### src/rtl/thin_window_reader.sv
// thin_window_reader
// Streams an image from word-addressed memory and presents 3-row vertical
// windows (top/center/bottom words at the same column) for a thinning stage.
// Three line buffers are addressed through a mod-3 rotation pointer so that
// completed rows are never copied; the oldest row is overwritten in place.
module thin_window_reader #(
  parameter int LINE_WORDS = 8,
  parameter int ADDR_W     = 16
) (
  input  logic              clk,
  input  logic              reset,
  input  logic              start,
  input  logic [ADDR_W-1:0] base_addr,
  input  logic [15:0]       num_rows,
  output logic              mem_req,
  output logic [ADDR_W-1:0] mem_addr,
  input  logic [31:0]       mem_rdata,
  input  logic              mem_rvalid,
  output logic [31:0]       win_top,
  output logic [31:0]       win_center,
  output logic [31:0]       win_bottom,
  output logic              win_valid,
  input  logic              win_ready,
  output logic              busy,
  output logic              done
);

  localparam int COL_W = (LINE_WORDS > 1) ? $clog2(LINE_WORDS) : 1;
  localparam int SUM_W = ADDR_W + 26;
  localparam logic [COL_W-1:0] LAST_COL = COL_W'(LINE_WORDS - 1);

  localparam logic [2:0] ST_IDLE   = 3'd0;
  localparam logic [2:0] ST_PRIME  = 3'd1;
  localparam logic [2:0] ST_FETCH  = 3'd2;
  localparam logic [2:0] ST_EMIT   = 3'd3;
  localparam logic [2:0] ST_FINISH = 3'd4;

  // Word address of (row, col), wrapping modulo 2^ADDR_W.
  function automatic logic [ADDR_W-1:0] word_addr(
    input logic [ADDR_W-1:0] b,
    input logic [15:0]       r,
    input logic [COL_W-1:0]  c
  );
    logic [SUM_W-1:0] s;
    s = SUM_W'(b) + SUM_W'(r) * SUM_W'(LINE_WORDS) + SUM_W'(c);
    return s[ADDR_W-1:0];
  endfunction

  // Next slot in the three-entry rotation.
  function automatic logic [1:0] mod3_inc(input logic [1:0] p);
    case (p)
      2'd0:    return 2'd1;
      2'd1:    return 2'd2;
      default: return 2'd0;
    endcase
  endfunction

  logic [2:0]        state_r;
  logic [ADDR_W-1:0] base_r;
  logic [15:0]       rows_r;
  logic [15:0]       row_r;
  logic [COL_W-1:0]  col_r;
  logic [1:0]        ptr_r;
  logic              mem_req_r;
  logic [ADDR_W-1:0] mem_addr_r;
  logic [31:0]       win_top_r;
  logic [31:0]       win_center_r;
  logic [31:0]       win_bottom_r;
  logic              win_valid_r;
  logic              busy_r;
  logic              done_r;

  logic [31:0]       line_buf_r [0:2][0:LINE_WORDS-1];

  logic              mem_done_s;
  logic              last_col_s;
  logic              last_row_s;
  logic [1:0]        top_slot_s;
  logic [1:0]        center_slot_s;
  logic [1:0]        bottom_slot_s;
  logic              buf_we_s;
  logic [1:0]        buf_slot_s;

  assign mem_req    = mem_req_r;
  assign mem_addr   = mem_addr_r;
  assign win_top    = win_top_r;
  assign win_center = win_center_r;
  assign win_bottom = win_bottom_r;
  assign win_valid  = win_valid_r;
  assign busy       = busy_r;
  assign done       = done_r;

  // A read completes only while a request is actually outstanding.
  assign mem_done_s = mem_req_r & mem_rvalid;
  assign last_col_s = (col_r == LAST_COL);
  assign last_row_s = (row_r == (rows_r - 16'd1));

  // Map the rotation pointer onto the top/center/bottom buffer slots.
  always_comb begin
    top_slot_s    = ptr_r;
    center_slot_s = mod3_inc(ptr_r);
    bottom_slot_s = mod3_inc(mod3_inc(ptr_r));
  end

  // Decide which line buffer (if any) captures the returning read word.
  always_comb begin
    buf_we_s   = 1'b0;
    buf_slot_s = 2'd0;
    if ((state_r == ST_PRIME) && mem_done_s) begin
      buf_we_s   = 1'b1;
      buf_slot_s = row_r[0] ? 2'd1 : 2'd0;
    end else if ((state_r == ST_FETCH) && mem_done_s) begin
      buf_we_s   = 1'b1;
      buf_slot_s = bottom_slot_s;
    end else begin
      buf_we_s   = 1'b0;
      buf_slot_s = 2'd0;
    end
  end

  // Line buffer storage; contents are don't-care after reset.
  always_ff @(posedge clk) begin
    if (buf_we_s) begin
      line_buf_r[buf_slot_s][col_r] <= mem_rdata;
    end
  end

  // Pass sequencer with registered memory and window outputs.
  always_ff @(posedge clk) begin
    if (reset) begin
      state_r      <= ST_IDLE;
      base_r       <= {ADDR_W{1'b0}};
      rows_r       <= 16'd0;
      row_r        <= 16'd0;
      col_r        <= {COL_W{1'b0}};
      ptr_r        <= 2'd0;
      mem_req_r    <= 1'b0;
      mem_addr_r   <= {ADDR_W{1'b0}};
      win_top_r    <= 32'd0;
      win_center_r <= 32'd0;
      win_bottom_r <= 32'd0;
      win_valid_r  <= 1'b0;
      busy_r       <= 1'b0;
      done_r       <= 1'b0;
    end else begin
      case (state_r)
        ST_IDLE: begin
          done_r <= 1'b0;
          if (start) begin
            base_r <= base_addr;
            rows_r <= num_rows;
            row_r  <= 16'd0;
            col_r  <= {COL_W{1'b0}};
            ptr_r  <= 2'd0;
            busy_r <= 1'b1;
            if (num_rows < 16'd3) begin
              // Too short to form any window: finish without touching memory.
              state_r <= ST_FINISH;
            end else begin
              state_r    <= ST_PRIME;
              mem_req_r  <= 1'b1;
              mem_addr_r <= base_addr;
            end
          end
        end

        ST_PRIME: begin
          if (mem_done_s) begin
            if (last_col_s) begin
              col_r <= {COL_W{1'b0}};
              if (row_r == 16'd1) begin
                row_r      <= 16'd2;
                state_r    <= ST_FETCH;
                mem_addr_r <= word_addr(base_r, 16'd2, {COL_W{1'b0}});
              end else begin
                row_r      <= 16'd1;
                mem_addr_r <= word_addr(base_r, 16'd1, {COL_W{1'b0}});
              end
            end else begin
              col_r      <= col_r + COL_W'(1);
              mem_addr_r <= word_addr(base_r, row_r, col_r + COL_W'(1));
            end
          end
        end

        ST_FETCH: begin
          if (mem_done_s) begin
            // The fresh word goes straight to the output; the buffer copy
            // serves the next two rows.
            mem_req_r    <= 1'b0;
            win_valid_r  <= 1'b1;
            win_top_r    <= line_buf_r[top_slot_s][col_r];
            win_center_r <= line_buf_r[center_slot_s][col_r];
            win_bottom_r <= mem_rdata;
            state_r      <= ST_EMIT;
          end
        end

        ST_EMIT: begin
          if (win_ready) begin
            win_valid_r <= 1'b0;
            if (!last_col_s) begin
              col_r      <= col_r + COL_W'(1);
              state_r    <= ST_FETCH;
              mem_req_r  <= 1'b1;
              mem_addr_r <= word_addr(base_r, row_r, col_r + COL_W'(1));
            end else begin
              col_r <= {COL_W{1'b0}};
              ptr_r <= mod3_inc(ptr_r);
              if (last_row_s) begin
                state_r <= ST_FINISH;
              end else begin
                row_r      <= row_r + 16'd1;
                state_r    <= ST_FETCH;
                mem_req_r  <= 1'b1;
                mem_addr_r <= word_addr(base_r, row_r + 16'd1, {COL_W{1'b0}});
              end
            end
          end
        end

        ST_FINISH: begin
          busy_r  <= 1'b0;
          done_r  <= 1'b1;
          state_r <= ST_IDLE;
        end

        default: begin
          state_r     <= ST_IDLE;
          mem_req_r   <= 1'b0;
          win_valid_r <= 1'b0;
          busy_r      <= 1'b0;
          done_r      <= 1'b0;
        end
      endcase
    end
  end

endmodule

### config.mk
export PLATFORM = sky130hd
export DESIGN_NAME = thin_window_reader
export DESIGN_NICKNAME = d
export VERILOG_FILES = /design/src/rtl/thin_window_reader.sv
export SDC_FILE = /design/constraint.sdc
export NUM_CORES = 1
export LEC_CHECK = 0
export ABC_CLOCK_PERIOD_IN_PS = 7900
export BUFFER_PORTS_ARGS = -buffer_cell sky130_fd_sc_hd__buf_2
export CORE_MARGIN = 3
export CORE_UTILIZATION = 40
export CTS_BUF_LIST = sky130_fd_sc_hd__clkbuf_8
export DETAILED_ROUTE_END_ITERATION = 8
export RECOVER_POWER = 100
export SYNTH_ARGS = -nofsm -noshare
export SYNTH_HDL_FRONTEND = slang
export SYNTH_SLANG_ARGS = --single-unit
### constraint.sdc
create_clock -name clk -period 7.9 [get_ports clk]
set_clock_uncertainty 0.2 [all_clocks]
set_input_delay 0.395 -clock clk [delete_from_list [all_inputs] [get_ports clk]]
set_output_delay 0.395 -clock clk [all_outputs]
set_load 0.02 [all_outputs]
# ---- After elaboration in Yosys (flattened, before gate mapping)
# Memories as Yosys holds them, arrays and structs flattened. A register that Yosys moved wholly into a read port is not among the register bits.
# Cells that the tools add are included.
dict set report totals {
  reg_bits 172
  ram_bits 768
  output_inout_bits 116
  word_cells 139
  memories 1
}
# memory depth width read_ports rd_clocked_by_memory_dff wr line_no
set mem_list {}
lappend mem_list {line_buf_r 3 256 2 1 1 73} ;# logic [31:0] line_buf_r [0:2][0:LINE_WORDS-1];
dict set report op_classes {
  addsub 8
  magnitude_cmp 3
  n_eq_ne 19
  mux 68
  n_bitwise 5
  reduce_logical 21
}
# op n
set op_table {}
lappend op_table {{256-bit 2-to-1 mux} 1}
lappend op_table {{16-bit 2-to-1 mux} 14}
lappend op_table {{32-bit binary-select mux with 3-bit select} 2}
lappend op_table {{32-bit 2-to-1 mux} 5}
lappend op_table {{32-bit demux with 3-bit select} 1}
lappend op_table {{16-bit one-hot mux with 3 select lines} 2}
lappend op_table {{3-bit 2-to-1 mux} 13}
lappend op_table {{16-bit adder} 2}
lappend op_table {{6-bit AND reduction} 3}
lappend op_table {{16-bit by 1-bit adder with 16-bit output, second input constant} 1}
lappend op_table {{16-bit by 3-bit adder with 16-bit output} 1}
lappend op_table {{16-bit by 4-bit adder with 16-bit output, second input constant} 1}
lappend op_table {{16-bit by 5-bit adder with 16-bit output, second input constant} 1}
lappend op_table {{16-bit by 1-bit == test with 1-bit output, second input constant} 1}
lappend op_table {{16-bit == test} 1}
lappend op_table {{16-bit by 2-bit less-than comparator with 1-bit output, second input constant} 1}
lappend op_table {{2-bit 2-to-1 mux} 8}
lappend op_table {{2-bit != test, second input constant} 8}
lappend op_table {{16-bit by 1-bit subtractor with 16-bit output, second input constant} 1}
lappend op_table {{1-bit 2-to-1 mux} 13}
lappend op_table {{2-bit one-hot mux with 2 select lines} 3}
lappend op_table {{3-bit one-hot mux with 4 select lines} 1}
lappend op_table {{3-bit one-hot mux with 3 select lines} 1}
lappend op_table {{4-bit AND reduction} 2}
lappend op_table {{other kinds (25)} 37}

# ---- Longest topological paths before layout
dict set report logic_depth {
  ltp_word 7
  mapped_depth 16
  depth_no_buf 15
}

# ---- Worst setup path after synthesis
# Ideal clock, no wire load.
dict set report synth_path {
  kind {reg-to-reg}
  from {register ptr_r[0]}
  to {memory line_buf_r[0][160] (netlist name) (enable)}
  t_arrival_ns 4.341
  required_time_ns 7.239
  slack_ns 2.898
  stages_incl_launch_ff 10
  path_buffers 5
  synth_period_minus_slack_ns 5.002
  cell_sequence {dfxtp_1 -> clkbuf_1 -> buf_2 -> buf_1 -> buf_2 -> clkbuf_1 -> nor2_1 -> nand2_1 -> nand2_1 -> nor3_1}
}
dict set report synth_between {
  elab_chain_cells 6
  elab_cells_between_ends 8
}
# item line_no
set synth_lines {}
lappend synth_lines {{start: declaration} 63} ;# logic [1:0] ptr_r;
lappend synth_lines {{start signal: assignment} 209} ;# ptr_r <= mod3_inc(ptr_r);
lappend synth_lines {{2-bit by 1-bit == test with 1-bit output or 2-bit zero test (tied branches)} 51} ;# case (p)
lappend synth_lines {{2-bit one-hot mux with 2 select lines (*)} 51}
lappend synth_lines {{2-bit by 1-bit == test with 1-bit output or 2-bit zero test (tied branches)} 51}
lappend synth_lines {{2-bit one-hot mux with 2 select lines (*)} 51}
lappend synth_lines {{2-bit 2-to-1 mux (*)} 112} ;# end else if ((state_r == ST_FETCH) && mem_done_s) begin
lappend synth_lines {{2-bit 2-to-1 mux (*)} 109} ;# if ((state_r == ST_PRIME) && mem_done_s) begin
lappend synth_lines {{end: declaration} 73}
# Mark *: on every way between the ends. The rest lies on a longest branch, timed or not.

# ---- Worst setup path after layout
dict set report layout_path {
  from {register col_r[1]}
  to {memory line_buf_r[1][11] (netlist name) (enable)}
}
dict set report layout_between {
  elab_chain_cells 6
  elab_cells_between_ends 7
}
# item line_no
set layout_lines {}
lappend layout_lines {{start: declaration} 62} ;# logic [COL_W-1:0] col_r;
lappend layout_lines {{start signal: assignment} 135} ;# col_r <= {COL_W{1'b0}};
lappend layout_lines {{start signal: assignment} 153} ;# col_r <= {COL_W{1'b0}};
lappend layout_lines {{start signal: assignment} 170} ;# col_r <= {COL_W{1'b0}};
lappend layout_lines {{3-bit NOT with 4-bit output (implied by the code) (*)} 124} ;# line_buf_r[buf_slot_s][col_r] <= mem_rdata;
lappend layout_lines {{4-bit greater-or-equal comparator (implied by the code) or 4-bit by 1-bit less-than comparator with 1-bit output (tied branches)} 124}
lappend layout_lines {{1-bit logical AND (implied by the code)} 124}
lappend layout_lines {{32-bit 2-to-1 mux (implied by the code)} 124}
lappend layout_lines {{32-bit demux with 3-bit select (*)} 124}
lappend layout_lines {{256-bit 2-to-1 mux (implied by the code) (*)} 124}
# Marked as above.

==> results.md <==
* Status: complete, but fails checks
* Failing checks: max-capacitance violations, max-slew violations
* Vias in the first global route at around 28000
* Final Setup Violations at 0
* Max FO, Critical Path at 51
* Achievable frequency at 0.154 GHz
* Setup Crit Path Kind: register to register
* Syn Nets at 3085
* DRC Markers at 0
* Largest net degree at the start of global routing at roughly 120
* Postcts setup bufs at 0
* Vias per inst at between 5 and 6
* DRT Wirelength at 123 mm
* Post-synth EDFFs at about 770
* Worst EP required at around 8.1 ns
* Avg Inst Size Synth at about 15 um^2
* Gr ovfl total at 0
* Chip Height at 339 um
* Tcrit/Tclk final at approximately 82%
* Worst path depth at 5
* RR Startpoint: col_r[1]
* Commonest non-fill, non-tap cells in the layout: edfxtp_1 (768), mux4_2 (342), nand2_1 (306)
* Max_cap viols at 24
* Slowest library cell on the worst path: clkbuf_1
* Worst-case reg-to-reg path depth at 5
* Yosys top cell area share at about half
* Post-DP HPWL at between 70 and 80 mm
* PortBufs at 184
* Core Area at 109000 um^2
* Unrepaired setup endpoints after global routing: false
* Die area at 115000 um^2
* Post-place instance area at 47000 um^2
* Reg2reg end: line_buf_r[1][11]
* Io pins at 185
* Pwr dens at 215 nW/um^2
* YS warnings at 0
* Clock Latency Late Sink at ~0.85 ns
* Post-synth cell types at 71
* Synth async-reset ratio at 0%
* Post-cts sizing count at 0
* CP max stage delay at ~2 ns
* Final TNS setup at 0 ns
* Crit path top cell by count: clkbuf_1
* Instance count of the mapped netlist at 2980
* Hold-critical path depth at 4
* Worst Setup End Kind: register
* Max VDD drop at between 100 and 150 uV
* Critical path origin: col_r[1]
* Register bit total from synthesis at 942
* End of the critical path: line_buf_r[1][11]
* P&R area growth vs syn at 14.3%
* Slew HR at -258%
* FP Rows at 121
* Fin. max-slew vios at 583
* Worst-Margin Slew at 5.37 ns
* Setup Slack @ Placement at approximately 2.8 ns
* TritonCTS Buffers at 159
* Min-delay worst type: primary input to register
* First-pass iteration count of the detailed router at 5
* Root buf cell: clkbuf_8
* Crit path time final at 6.47 ns
* Buf+Inv Stages, Crit Path at 3
* CP delay by family, top: buffers and inverters
* Most common cell after layout, fill and taps aside: edfxtp_1
* CTS tree: yes
* H-Tree Depth at 4
* CP Launch Type: register
* Sequential-to-total area share from yosys stat at 59.8%
* Critical Path, Cell by Cell: clkbuf_1 -> buf_4 -> nand3_1 -> nor2_4 -> clkbuf_1
* Starting DRC count in detailed routing at 2631
* First-pass GRT wire length at ~180 mm
* Flop2flop setup slack at between 1 and 1.5 ns
* DIE WIDTH at 339 um
* WP data arrival at 6.68 ns
* Gp weighted congestion at 0.817
* Clock transition at path regs at around 0.08 ns
* Final #Nets at approximately 3400
* Worst hold slack at 0.199 ns
* Layout cells sized above 1 at about a fifth
* Routed length per instance at between 20 and 30 um
* # clock sinks at 942
* Leak pwr at 15.6 nW
* Final worst slack at ~1.4 ns
* Clock Path Buffers at 3
* Design Area, Final at 50700 um^2
* Largest cells by area after synthesis: edfxtp_1 (52%), mux4_2 (17%), dfxtp_1 (7.8%)
* Initial antenna violation count at 2
* Final Hold Vio Count at 0
* Final Util at approximately 46%
* Post-CTS Hold Fix Bufs at 98
* DR vias at around 28000
* Initial Utilization at between 40 and 50%
* Main synth FF type: edfxtp_1
* Total GRT Usage at between 20% and 30%
* Synth area leader: edfxtp_1
* Detail Route Antenna Nets at 0
* Netlist Area Pre-Place at between 40000 and 50000 um^2
* Fill cells at 9684
## sequential cells by signal, indices dropped and copies added (netlist names), named ones only
signal	flops
rows_r	16
win_center	32
win_bottom	32
base_r	16
mem_req	1
ptr_r	2
busy	1
row_r	16
done	1
win_top	32
mem_addr	16
col_r	3
win_valid	1
state_r	3
line_buf_r	768
## per-layer routing
metal	global-route usage, %	routed length (um)	up-vias	part of all wire (%)
li1	-	-	12403	-
met1	28.5	50800	14329	41
met2	34.4	59000	1076	48
met3	4.74	9160	248	7.4
met4	7.55	4140	0	3.4
met5	0	0	-	0
## cells by family (layout without fill, tap and decap cells)
group	count (synthesis)	in the layout	synth area share (%)
DFF	942	942	59.8
and+or+nand+nor	614	614	6.04
muxes	587	587	23.0
AOI/OAI and AO/OA	486	486	6.63
buffers and inverters	252	667	2.19
xor gates and xnor gates	63	63	1.24
adders and majority gates	36	36	1.05
other	0	4	0
## worst reg2reg max path, stage by stage (launching register included)
cell      delay [ns]
dfxtp_4         0.33
clkbuf_1        1.96
buf_4           0.96
nand3_1         0.44
nor2_4          0.75
clkbuf_1        1.42
## cell usage after synthesis, types with 20 or more instances
cell type / n
mux4_2: 342
a211oi_1: 71
xnor2_1: 41
inv_1: 27
mux2_2: 54
nor3_1: 35
buf_1: 54
o22ai_1: 28
nand2_1: 306
clkbuf_1: 150
o21ai_0: 158
a21oi_1: 137
mux2i_1: 191
xor2_1: 22
ha_1: 34
edfxtp_1: 768
nor2_1: 160
nand3_1: 23
buf_2: 20
dfxtp_1: 174
## final cells by class
class	instances	area (um^2)	area share [%]
diodes	4	10.0	0.0197
repair buffers	346	2120	4.18
clock buffers	175	2410	4.75
inverters	28	105	0.207
clock inverters	118	768	1.51
well taps	1476	1850	3.64
flip-flops and latches	942	26600	52.4
multi-input cells	1786	16900	33.3
## how the worst min path moves through the flow
stage | from | to
6_report | base_addr[5] | mem_addr[5]
3_5_place_dp | win_bottom[4] | win_bottom[4]
3_3_place_gp | win_bottom[12] | win_bottom[12]
5_1_grt | base_addr[5] | mem_addr[5]
4_1_cts | base_addr[5] | mem_addr[5]
2_1_floorplan | rows_r[15] | rows_r[15]
## power breakdown
part	total (mW)	internal (mW)	switching [mW]
clock	4.34	2.27	2.07
sequential	5.50	5.42	0.0825
combinational	1.08	0.465	0.610
## through the flow
| step | cells | power (mW) |
|---|---|---|
| floorplan | 2980 | 6.31 |
| CTS | 4871 | 11.0 |
| global route | 4874 | 11.4 |
| global placement | 4480 | 6.62 |
| detailed placement | 4480 | 6.64 |
| finish | 4875 | 10.9 |
No activity file was read; power rests on OpenSTA's default activity.
